### src/rtl/pad_hdx_ctrl.sv
// pad_hdx_ctrl: half-duplex byte request/response over one bidirectional pad.
// Define PAD_HDX_PARITY_EN to add an even-parity bit after the data byte.
module pad_hdx_ctrl #(
  parameter int BIT_CYC = 4,
  parameter int TA_CYC  = 2,
  parameter int TO_CYC  = 64
) (
  input  logic       ck,
  input  logic       rn,
  input  logic       tx_valid,
  output logic       tx_ready,
  input  logic [7:0] tx_data,
  output logic       rx_valid,
  output logic [7:0] rx_data,
  output logic [1:0] rx_err,
  output logic       busy,
  output logic       pad_i,
  output logic       pad_oen,
  input  logic       pad_c
);

`ifdef PAD_HDX_PARITY_EN
  localparam int NB = 11;
`else
  localparam int NB = 10;
`endif

  localparam int M1   = (BIT_CYC > TA_CYC) ? BIT_CYC : TA_CYC;
  localparam int MAXC = (M1 > TO_CYC) ? M1 : TO_CYC;
  localparam int CW   = $clog2(MAXC + 1);

  localparam logic [CW-1:0] BIT_LAST = CW'(BIT_CYC - 1);
  localparam logic [CW-1:0] BIT_MID  = CW'(BIT_CYC / 2);
  localparam logic [CW-1:0] TA_LAST  = CW'(TA_CYC - 1);
  localparam logic [CW-1:0] TO_LAST  = CW'(TO_CYC - 1);
  localparam logic [3:0]    LAST_BIT = 4'(NB - 1);

  typedef enum logic [2:0] {
    IDLE,
    TX,
    TA,
    RX_WAIT,
    RX,
    DONE
  } state_t;

  state_t          state_q, state_d;
  logic [CW-1:0]   cnt_q, cnt_d;
  logic [3:0]      bit_q, bit_d;
  logic [NB-1:0]   sh_q, sh_d;
  logic [7:0]      rxsh_q, rxsh_d;
  logic [7:0]      rx_data_q, rx_data_d;
  logic [1:0]      rx_err_q, rx_err_d;
  logic            sy1_q, sy1_d;
  logic            sy2_q, sy2_d;
  logic            rdy_q, rdy_d;
  logic            rx_s;
  logic            frame_bad;
  logic [NB-1:0]   frame;

`ifdef PAD_HDX_PARITY_EN
  logic par_q, par_d;
  assign frame     = {1'b1, ^tx_data, tx_data, 1'b0};
  assign frame_bad = ~rx_s | (par_q != ^rxsh_q);
`else
  assign frame     = {1'b1, tx_data, 1'b0};
  assign frame_bad = ~rx_s;
`endif

  assign rx_s = sy2_q;

  always_comb begin
    state_d   = state_q;
    cnt_d     = cnt_q;
    bit_d     = bit_q;
    sh_d      = sh_q;
    rxsh_d    = rxsh_q;
    rx_data_d = rx_data_q;
    rx_err_d  = rx_err_q;
    sy1_d     = pad_c;
    sy2_d     = sy1_q;
    rdy_d     = 1'b1;
`ifdef PAD_HDX_PARITY_EN
    par_d     = par_q;
`endif
    unique case (state_q)
      IDLE: begin
        if (tx_valid && tx_ready) begin
          state_d = TX;
          cnt_d   = '0;
          bit_d   = '0;
          sh_d    = frame;
        end
      end
      TX: begin
        if (cnt_q == BIT_LAST) begin
          cnt_d = '0;
          sh_d  = {1'b1, sh_q[NB-1:1]};
          if (bit_q == LAST_BIT) begin
            state_d = TA;
            bit_d   = '0;
          end else begin
            bit_d = bit_q + 4'd1;
          end
        end else begin
          cnt_d = cnt_q + CW'(1);
        end
      end
      TA: begin
        if (cnt_q == TA_LAST) begin
          state_d = RX_WAIT;
          cnt_d   = '0;
        end else begin
          cnt_d = cnt_q + CW'(1);
        end
      end
      RX_WAIT: begin
        // the low cycle itself is offset 0, so RX starts at offset 1
        if (!rx_s) begin
          state_d = RX;
          cnt_d   = CW'(1);
          bit_d   = '0;
        end else if (cnt_q == TO_LAST) begin
          state_d  = DONE;
          cnt_d    = '0;
          rx_err_d = 2'b01;
        end else begin
          cnt_d = cnt_q + CW'(1);
        end
      end
      RX: begin
        if (cnt_q == BIT_LAST) begin
          cnt_d = '0;
          bit_d = bit_q + 4'd1;
        end else begin
          cnt_d = cnt_q + CW'(1);
        end
        if (cnt_q == BIT_MID && bit_q != 4'd0) begin
          if (bit_q <= 4'd8) begin
            rxsh_d = {rx_s, rxsh_q[7:1]};
          end
`ifdef PAD_HDX_PARITY_EN
          if (bit_q == 4'd9) begin
            par_d = rx_s;
          end
`endif
          if (bit_q == LAST_BIT) begin
            state_d   = DONE;
            cnt_d     = '0;
            bit_d     = '0;
            rx_data_d = rxsh_q;
            rx_err_d  = {frame_bad, 1'b0};
          end
        end
      end
      DONE: begin
        state_d = IDLE;
      end
      default: begin
        state_d = IDLE;
      end
    endcase
  end

  always_ff @(posedge ck) begin
    if (!rn) begin
      state_q   <= IDLE;
      cnt_q     <= '0;
      bit_q     <= '0;
      sh_q      <= '1;
      rxsh_q    <= '0;
      rx_data_q <= '0;
      rx_err_q  <= '0;
      sy1_q     <= 1'b1;
      sy2_q     <= 1'b1;
      rdy_q     <= 1'b0;
`ifdef PAD_HDX_PARITY_EN
      par_q     <= 1'b0;
`endif
    end else begin
      state_q   <= state_d;
      cnt_q     <= cnt_d;
      bit_q     <= bit_d;
      sh_q      <= sh_d;
      rxsh_q    <= rxsh_d;
      rx_data_q <= rx_data_d;
      rx_err_q  <= rx_err_d;
      sy1_q     <= sy1_d;
      sy2_q     <= sy2_d;
      rdy_q     <= rdy_d;
`ifdef PAD_HDX_PARITY_EN
      par_q     <= par_d;
`endif
    end
  end

  assign tx_ready = (state_q == IDLE) && rdy_q;
  assign busy     = (state_q != IDLE);
  assign rx_valid = (state_q == DONE);
  assign pad_oen  = (state_q != TX);
  assign pad_i    = (state_q == TX) ? sh_q[0] : 1'b1;
  assign rx_data  = rx_data_q;
  assign rx_err   = rx_err_q;

endmodule

### config.mk
export PLATFORM = sky130hd
export DESIGN_NAME = pad_hdx_ctrl
export DESIGN_NICKNAME = d
export VERILOG_FILES = /design/src/rtl/pad_hdx_ctrl.sv
export SDC_FILE = /design/constraint.sdc
export NUM_CORES = 1
export LEC_CHECK = 0
export ABC_AREA = 1
export BUFFER_PORTS_ARGS = -buffer_cell sky130_fd_sc_hd__clkbuf_2
export CAP_MARGIN = 20
export CORE_ASPECT_RATIO = 0.75
export CORE_UTILIZATION = 50
export CTS_BUF_LIST = sky130_fd_sc_hd__clkbuf_16
export DETAILED_ROUTE_END_ITERATION = 6
export GPL_TIMING_DRIVEN = 0
export PLACE_DENSITY = 0.8
export SLEW_MARGIN = 40
export SYNTH_ARGS = -nofsm -noshare
export SYNTH_HDL_FRONTEND = slang
export SYNTH_SLANG_ARGS = --single-unit
### constraint.sdc
create_clock -name ck -period 1.7 [get_ports ck]
set_clock_uncertainty 0.2 [all_clocks]
set_input_delay 0.17 -clock ck [delete_from_list [all_inputs] [get_ports ck]]
set_output_delay 0.17 -clock ck [all_outputs]
set_load 0.05 [all_outputs]
==> results.toml <==
[status]
status = "complete, but fails checks"
violations = "setup timing"

[placement]
placed_cell_area_um2 = 2562
dp_hpwl_mm = 3.678
globalplace.congestion = 0.8526
numPortBuffers = 26
dp_slack_ns = -0.2468

[timing]
maxSlewViolCount = 0
finalWorstSetupSlack_ns = -0.1270
timing.final.crit_share_pct = 107.5
max_freq_mhz = 547.3
finalHoldViolCount = 0
rsz0062_at_grt = "yes"
slew_headroom_pct = 56.38
tightest_slew_ns = 0.6543
post-route-min-period_ns = 1.827
finalSetupViolations = 36

[critical_path]
critPathKind = "flop to flop"
startpoint = "state_q[0]"
ff2ff_path_depth = 9
crit_fanout = 10
worstReg2RegEnd = "bit_q[3]"
timing.critical_path.to = "bit_q[3]"
timing.rr.start = "state_q[0]"
reg2reg_slack_ns = -0.13
worst_setup_path_end_kind = "flop"
arrival_ns = 1.84
setup.worst_path.start_class = "flop"
critPathRequiredTime_ns = 1.71

[cts]
cts_sinks = 44
clk_pin_slew_ns = 0.06
cts_tree = "built"
cts_max_level = 2
cts_max_path_buffers = 2
cts_root_buf = "clkbuf_16"
clk_latency_ns = 0.29
cts_buffers = 5

[job]
max_cap_viol_count = 0

[layout]
areaGrowthSynthToFinish_pct = 45.14
fin_nets = 420
final_area_um2 = 3403
final_core_util_pct = 75.74
layout_common_cells = "nand2_1, dfxtp_1, inv_1"
fill_cells = 307
antenna_cells = 0
final_common_cell = "nand2_1"
drive_gt1_share_pct = 41.29
multi_input_comb_area_um2 = 1624
seq_area_um2 = 905.9

[drt]
first_pass_iters = 5
drc = 0
viasPerCell = 5.488
wl_mm = 7.102
routedWlPerCell_um = 15.47
vias = 2519
ant_nets = 0
drtIter0Drc = 173

[pwr]
pwr_density_cell_nw_per_um2 = 1383
clkPwrFrac_pct = 19.8
power.leakage_nw = 1.451
swShare_pct = 42.39
p_sw_mw = 1.995
ir_worst_vdd_uv = 1149
comb_power_share_pct = 52.6
finalPower_mw = 4.705
pwr-share-seq_pct = 27.6
p_int_mw = 2.711

[floorplan]
io_pins = 27
initial_core_util_pct = 52.19
die_w_um = 81.08
num_rows = 21
core_um2 = 4493
die_h_um = 61.31
dieArea_um2 = 4970

[logic_synthesis]
yosys.cell_types.count = 29
ys_warn_count = 0
syn_area_um2 = 2345
ys_seq_area_share_pct = 37.57
syn_nets = 358
avgSynthCellArea_um2 = 6.896
synthCells = 340
synth-seq-cells = 44

[global_routing]
grt_pass1_wl_mm = 9.522
grt_pass1_vias = 2134
grt_overflow_total = 0
grtUsageTotal_pct = 25.52
grt_antenna_before_repair = 0
grt_max_degree = 13

[worst_hold_path]
hold_path_class = "input pin to flop"
## layout make-up
| cell class | count | share of cell area [%] |
|---|---|---|
| Inverter | 43 | 5.037 |
| Clock buffer | 5 | 3.676 |
| Tap cell | 57 | 2.096 |
| Timing Repair Buffer | 55 | 12.32 |
| Clock inverter | 2 | 0.2574 |
| Multi-Input combinational cell | 243 | 47.72 |
| Sequential cell | 44 | 26.62 |
| Buffer | 10 | 2.279 |
## how the worst min path moves through the flow
stage	slack [ns]	startpoint	cells after the start	endpoint
2_1_floorplan	-0.002	rn	0	rdy_q
3_3_place_gp	0.16	pad_c	2	sy1_q
3_5_place_dp	0.16	pad_c	2	sy1_q
4_1_cts	0.08	tx_data[6]	4	sh_q[7]
5_1_grt	0.07	tx_data[6]	4	sh_q[7]
6_report	0.06	tx_data[6]	4	sh_q[7]
## routing by layer
| metal | part of all wire (%) | vias up | track usage (%) |
|---|---|---|---|
| li1 | - | 1223 | - |
| met1 | 41 | 1152 | 33.15 |
| met2 | 48 | 115 | 42.98 |
| met3 | 7.0 | 29 | 5.037 |
| met4 | 4.0 | 0 | 8.673 |
| met5 | 0 | - | 0 |
## through the flow
step	instances	setup TNS [ns]	hold WS, ns
finish	459	-1.245	0.05600
global route	459	-4.286	0.06525
CTS	452	-0.04148	0.07518
detailed placement	423	-6.818	0.1594
global placement	423	-5.541	0.1593
floorplan	340	0	-0.002283
## cells in the mapped netlist
cell	n	area (µm²)
buf_2	4	20.02
xnor2_1	1	8.760
a21oi_1	29	145.1
dfxtp_1	44	880.8
nand2_1	97	364.1
or2_2	4	25.02
buf_4	1	7.510
a21oi_4	1	16.27
inv_1	40	150.1
nor3_1	7	35.03
inv_2	3	11.26
o211ai_1	13	97.59
and2_1	1	6.260
buf_6	1	11.26
nor3_2	1	10.01
nor2_1	17	63.81
nor2_2	5	31.28
or2_1	1	6.260
nand4_1	2	12.51
nand3_1	24	120.1
clkbuf_1	4	15.01
o21ai_1	1	5.000
nand2_2	6	37.54
o21bai_1	2	15.01
ha_1	6	75.07
o21ai_0	16	80.08
nor2_4	4	45.04
nand3_2	4	40.04
a21oi_2	1	8.760
## timing repair
item | 4_1_cts | 5_1_grt
resized for setup | 38 | 104
cloned | 1 | 0
hold endpoints to repair | 12 | 0
pin swaps | 9 | 42
setup buffers | 12 | 7
setup endpoints to repair | 43 | 45
hold buffers | 9 | 0
## logic make-up (layout without fill, tap and decap cells)
group | count (synthesis) | after routing | synth area share (%)
flops | 44 | 44 | 37.57
simple gates | 173 | 173 | 33.99
compound gates | 63 | 63 | 15.69
xor+xnor | 1 | 1 | 0.3736
buf+inv | 53 | 115 | 9.178
fa+ha+maj | 6 | 6 | 3.202
## power by group through the flow
stage	Clock [mW]	Sequential [mW]	Combinational (mW)
final	0.930	1.30	2.48
after global routing	0.970	1.31	2.63
after CTS	0.916	1.28	1.96
after detailed placement	0	1.28	1.61
after global placement	0	1.28	1.58
after floorplan	0	1.27	1.31
## worst max-delay path, cell delays in order (launching register included)
cell and delay, ns:
dfxtp_2 0.34, inv_4 0.07, buf_6 0.10, nand2_4 0.06, nor2_4 0.27, buf_2 0.30
nand3_1 0.13, nand2_1 0.09, nand2_1 0.06, a21oi_1 0.11
## sequential cells by signal, indices dropped and copies added, names as in the netlist
| signal | count |
|---|---|
| rxsh_q | 8 |
| cnt_q | 7 |
| sy1_q | 1 |
| rdy_q | 1 |
| rx_err | 2 |
| sh_q | 9 |
| rx_data | 8 |
| state_q | 3 |
| bit_q | 4 |
| rx_s | 1 |
(Power assumes the default switching activity.)
